==> config.mk <==
export PLATFORM = sky130hd
export DESIGN_NAME = dac_sample_capture
export DESIGN_NICKNAME = d
export VERILOG_FILES = /design/src/rtl/dac_capture_pkg.sv /design/src/rtl/sat_counter.sv /design/src/rtl/dac_sample_capture.sv
export SDC_FILE = /design/constraint.sdc
export NUM_CORES = 1
export LEC_CHECK = 0
export ABC_AREA = 1
export BUFFER_PORTS_ARGS = -buffer_cell sky130_fd_sc_hd__buf_2
export CORE_UTILIZATION = 30
export CTS_BUF_LIST = sky130_fd_sc_hd__clkbuf_4
export CTS_CLUSTER_DIAMETER = 120
export DETAILED_ROUTE_END_ITERATION = 7
export HOLD_SLACK_MARGIN = 0.05
export REMOVE_ABC_BUFFERS = 1
export SLEW_MARGIN = 0
export SYNTH_ARGS = -nofsm -noshare
export SYNTH_HDL_FRONTEND = slang
export SYNTH_HIERARCHICAL = 1
export SYNTH_SLANG_ARGS = --single-unit
export TNS_END_PERCENT = 100
==> constraint.sdc <==
create_clock -name dataclk -period 1.7 [get_ports dataclk]
set_input_delay 0.34 -clock dataclk [delete_from_list [all_inputs] [get_ports dataclk]]
set_output_delay 0.34 -clock dataclk [all_outputs]
set_load 0.02 [all_outputs]
==> src/rtl/dac_capture_pkg.sv <==
// rtl/dac_capture_pkg.sv - shared types and constants for the DAC sample capture block
package dac_capture_pkg;

  // Capture FSM: IDLE while the active source is disabled, ARMED while waiting
  // for the selected sample, CAPTURED once the frame's sample is held.
  typedef enum logic [1:0] {
    IDLE     = 2'd0,
    ARMED    = 2'd1,
    CAPTURED = 2'd2
  } cap_state_e;

  // Offset-binary zero: the DAC rests here whenever no source is selected.
  localparam logic [15:0] MIDSCALE = 16'h8000;

endpackage

==> src/rtl/sat_counter.sv <==
// rtl/sat_counter.sv - saturating up-counter with clear, where an increment beats a clear
module sat_counter #(
  parameter int WIDTH = 8
) (
  input  logic             clk,
  input  logic             rst_n,
  input  logic             inc,
  input  logic             clr,
  output logic [WIDTH-1:0] count
);

  localparam logic [WIDTH-1:0] MAX_COUNT = {WIDTH{1'b1}};
  localparam logic [WIDTH-1:0] ONE       = WIDTH'(1);

  // A clear coinciding with an increment leaves exactly one event recorded.
  always_ff @(posedge clk or negedge rst_n) begin
    if (!rst_n) begin
      count <= '0;
    end else if (clr) begin
      count <= inc ? ONE : '0;
    end else if (inc && (count != MAX_COUNT)) begin
      count <= count + ONE;
    end
  end

endmodule

==> src/rtl/dac_sample_capture.sv <==
// rtl/dac_sample_capture.sv - picks one amplifier sample per frame and holds it for the DAC
module dac_sample_capture #(
  parameter int STREAM_W = 5,
  parameter int CHAN_W   = 6,
  parameter int MISS_W   = 8
) (
  input  logic                dataclk,
  input  logic                reset,
  input  logic                sample_valid,
  input  logic [STREAM_W-1:0] sample_stream,
  input  logic [CHAN_W-1:0]   sample_channel,
  input  logic [15:0]         sample_data,
  input  logic                frame_end,
  input  logic [STREAM_W-1:0] sel_stream,
  input  logic [CHAN_W-1:0]   sel_channel,
  input  logic                sel_en,
  input  logic                miss_clear,
  output logic [15:0]         DAC_input,
  output logic                DAC_input_valid,
  output logic                capture_miss,
  output logic [MISS_W-1:0]   miss_count,
  output logic                dup_seen
);

  import dac_capture_pkg::*;

  // Selection actually in force for the current frame.
  logic [STREAM_W-1:0] act_stream;
  logic [CHAN_W-1:0]   act_channel;
  logic                act_en;

  cap_state_e state, next_state;
  logic [15:0] capture_reg;
  logic        match;

  // Per-cycle decisions from the FSM.
  logic load_capture;
  logic commit_direct;
  logic commit_capture;
  logic commit_mid;
  logic miss_event;
  logic dup_event;

  assign match = sample_valid &&
                 (sample_stream == act_stream) &&
                 (sample_channel == act_channel);

  // Software selection only takes effect at a frame boundary.
  always_ff @(posedge dataclk or negedge reset) begin
    if (!reset) begin
      act_stream  <= '0;
      act_channel <= '0;
      act_en      <= 1'b0;
    end else if (frame_end) begin
      act_stream  <= sel_stream;
      act_channel <= sel_channel;
      act_en      <= sel_en;
    end
  end

  // FSM state register.
  always_ff @(posedge dataclk or negedge reset) begin
    if (!reset) begin
      state <= IDLE;
    end else begin
      state <= next_state;
    end
  end

  // Next state and datapath controls; a match on the frame_end cycle belongs
  // to the frame that is ending.
  always_comb begin
    next_state     = state;
    load_capture   = 1'b0;
    commit_direct  = 1'b0;
    commit_capture = 1'b0;
    commit_mid     = 1'b0;
    miss_event     = 1'b0;
    dup_event      = 1'b0;

    case (state)
      IDLE: begin
        if (frame_end) begin
          commit_mid = 1'b1;
        end
      end
      ARMED: begin
        if (frame_end) begin
          if (match) begin
            commit_direct = 1'b1;
          end else begin
            miss_event = 1'b1;
          end
        end else if (match) begin
          load_capture = 1'b1;
          next_state   = CAPTURED;
        end
      end
      CAPTURED: begin
        if (match) begin
          dup_event = 1'b1;
        end
        if (frame_end) begin
          commit_capture = 1'b1;
        end
      end
      default: begin
        next_state = IDLE;
      end
    endcase

    // Every frame boundary re-arms from the freshly shadowed enable.
    if (frame_end) begin
      next_state = sel_en ? ARMED : IDLE;
    end

    // act_en is folded into the state itself; it only matters as reset state.
    if (!act_en && (state != IDLE) && !frame_end) begin
      next_state = state;
    end
  end

  // Capture register holds the first matching sample of the frame.
  always_ff @(posedge dataclk or negedge reset) begin
    if (!reset) begin
      capture_reg <= '0;
    end else if (load_capture) begin
      capture_reg <= sample_data;
    end
  end

  // DAC output register and its one-cycle commit strobe.
  always_ff @(posedge dataclk or negedge reset) begin
    if (!reset) begin
      DAC_input       <= MIDSCALE;
      DAC_input_valid <= 1'b0;
    end else begin
      DAC_input_valid <= commit_direct | commit_capture;
      if (commit_direct) begin
        DAC_input <= sample_data;
      end else if (commit_capture) begin
        DAC_input <= capture_reg;
      end else if (commit_mid) begin
        DAC_input <= MIDSCALE;
      end
    end
  end

  // Sticky status flags; a new event beats a simultaneous clear.
  always_ff @(posedge dataclk or negedge reset) begin
    if (!reset) begin
      capture_miss <= 1'b0;
      dup_seen     <= 1'b0;
    end else begin
      if (miss_event) begin
        capture_miss <= 1'b1;
      end else if (miss_clear) begin
        capture_miss <= 1'b0;
      end
      if (dup_event) begin
        dup_seen <= 1'b1;
      end else if (miss_clear) begin
        dup_seen <= 1'b0;
      end
    end
  end

  sat_counter #(
    .WIDTH (MISS_W)
  ) u_miss_counter (
    .clk   (dataclk),
    .rst_n (reset),
    .inc   (miss_event),
    .clr   (miss_clear),
    .count (miss_count)
  );

endmodule

==> results.toml <==
[status]
status = "finished clean"

[yosys]
syn-mean-instance-area_sq_um = 8.21
yosys-top-cells-area = "dfrtp_1 (45%), nand2_1 (11%), nand3_1 (8.5%)"
synth-seq-area-share_pct = 45.5
syn_inst = 382
synth.distinct_cells = 32
synth-edff-count = 0
netlist.area_leader.share_pct = 44.7
yosysTopAreaCell = "dfrtp_1"
synth_seq_cells = 57
synth-main-ff-cell = "dfrtp_1"
yosys_warnings = 6
synthArstFlopShare_pct = 100
syn_area_sq_um = 3140

[sta]
holdWs_ps = 140
finalHoldViolations = 0
slew_viol_final = 0
period_minus_slack_ps = 1570
tightest_slew_ps = 616
max-slew-margin-rel_pct = 58.9
fmax_mhz = 639
final.setup_skew_ps = 18.5
setup_viol = 0
tns_ps = 0
fin_crit_sh_pct = 92.1
rsz0062_at_grt = "false"

[setup_path]
cp-start-kind = "register"
cp.arrival_ps = 1860
critPathKind = "reg -> reg"
critPathRequiredTime_ps = 2000
endpoint_kind = "register"
crit_fanout = 8

[global_route]
grt_pass1_wl_um = 11800
overflow = 0
antenna_found_initial = 0
grt_pass1_vias = 2557
grt.total_usage_pct = 13.8
grt_start_max_net_pins = 58

[power]
power.density_nw_per_um2 = 726
irDropWorstVdd_mv = 0.299
p_leak_nw = 2.14

[die]
dieArea_sq_um = 10900
die_width_um = 104
die_h_um = 104
num_io_pins = 71
start_util_pct = 31.5
rows = 36
core_sq_um = 9950

[flow_run]
maxCapViolCount = 0

[final_layout]
drive_above_1_share_pct = 35.9
stdcell_area_sq_um = 3880
utilization_pct = 39.0
nets = 513
antenna_cells = 0
fin_cells = 606
syn_to_final_growth_pct = 23.8

[routing]
vias = 2704
wirelength_um = 7030
m1WireLength_um = 3250
wl_met2_um = 3300
wl_per_cell_um = 11.6
first_pass_iters = 4
dr_wl_met3_um = 436
drtIter0Drc = 77
drc = 0
top_layer = "met4"
detail_route.vias_per_cell = 4.46
ant_nets = 0

[clock_tree]
cts_buffers = 9
cts.clk_slew.worst_paths_ps = 100
clockBufferDepth = 2
cts_tree = "done"
cts_num_sinks = 57
clkLatencyLatePin_ps = 400
ctsHtreeMaxLevel = 3
root_buffer = "clkbuf_4"

[placement]
io_buffers = 70
hpwl_um = 5080
placed_cell_area_sq_um = 3700
gp_congestion = 0.828
place_inst = 586

[min_path]
hold_path.class = "in -> reg"
## per-layer routing
metal | GRT usage (%) | up-vias
met5 | 0 | -
met3 | 4.45 | 4
met2 | 22.6 | 74
li1 | - | 1393
met1 | 17.2 | 1233
met4 | 4.29 | 0
## what timing repair did
item	4_1_cts	5_1_grt
endpoints found under the setup margin	0	7
resized for setup	0	7
hold buffers	1	0
endpoints found under the hold margin	56	0
buffers inserted	0	3
## logic make-up after synthesis
kind of cell             count (synthesis)  share of synthesized area, %
XOR/XNOR                                 2                         0.798
flip-flops                              57                          45.5
adder cells (fa/ha/maj)                  1                         0.399
AND/OR/NAND/NOR                        211                          34.7
buffers and inverters                   70                          9.46
AO/OA/AOI/OAI                           41                          9.10
## area by class of cell
| cell class | instances | area [sq um] |
|---|---|---|
| clock buffers | 10 | 75.1 |
| clock inverters | 6 | 58.8 |
| fillers | 1048 | 6070 |
| inverters | 61 | 231 |
| multi-input cells | 255 | 1430 |
| flip-flops and latches | 57 | 1430 |
| well taps | 133 | 166 |
| repair buffers | 84 | 495 |
## final timing paths
path,from,end,slack (ps),cells after the start
max,act_channel[1],u_miss_counter/count[3],130,13
min,sel_stream[4],act_stream[4],140,3
max reg2reg,act_channel[1],u_miss_counter/count[3],130,13
min reg2reg,capture_reg[15],capture_reg[15],490,2
max in group asynchronous,reset,DAC_input[15],920,3
min in group asynchronous,reset,u_miss_counter/count[1],470,3
## critical path, cell delays in order (launching register included)
cell,delay (ps)
dfrtp_1,410
inv_2,60
nand2_1,50
nand2_1,50
nand3_1,70
nor2_2,150
nand3_2,110
nand2_2,90
inv_1,70
buf_12,130
nand2_8,90
nand2_2,60
nand2_1,70
nand2_1,40
## synth_stat cells (2+ instances only)
cell and n:
nor2_2 7, nand3_2 4, clkbuf_1 2, inv_2 7
nand3_1 53, nand4_1 10, o21ai_2 19, dfrtp_1 56
nand3_4 2, nor2_1 15, buf_6 4, a21oi_1 2
inv_1 53, nand2_1 92, o21ai_1 2, nand2_2 20
a21boi_0 2, buf_2 3, o21ai_0 14, nor2_8 3
## cell usage in the layout, fill, tap and decap left out, drive strengths merged
master       instances
nand2              114
buf                 83
inv                 60
nand3               59
dfrtp               56
o21ai               35
nor2                26
nand4               10
clkbuf              10
clkinv               5
a21oi                2
a21boi               2
dfstp                1
xnor2                1
and3                 1
o211ai               1
o22ai                1
clkinvlp             1
bufinv               1
dlygate4sd3          1
nor3                 1
xor2                 1
ha                   1
## per-stage QoR
stage | power (mW) | setup WS, ps
final | 2.82 | 134
after global routing | 2.98 | 2.51
after CTS | 2.86 | 58.5
after detailed placement | 1.86 | 39.8
after global placement | 1.86 | 69.2
after floorplan | 1.68 | 95.2
## power by group
group          switching, mW  leakage (nW)  total [mW]  internal (mW)
registers             0.0325         0.766        1.43           1.40
clock network          0.518        0.0715       0.974          0.456
logic                  0.258          1.30       0.411          0.152
total                  0.809          2.14        2.82           2.01
(Power assumes the default switching activity.)
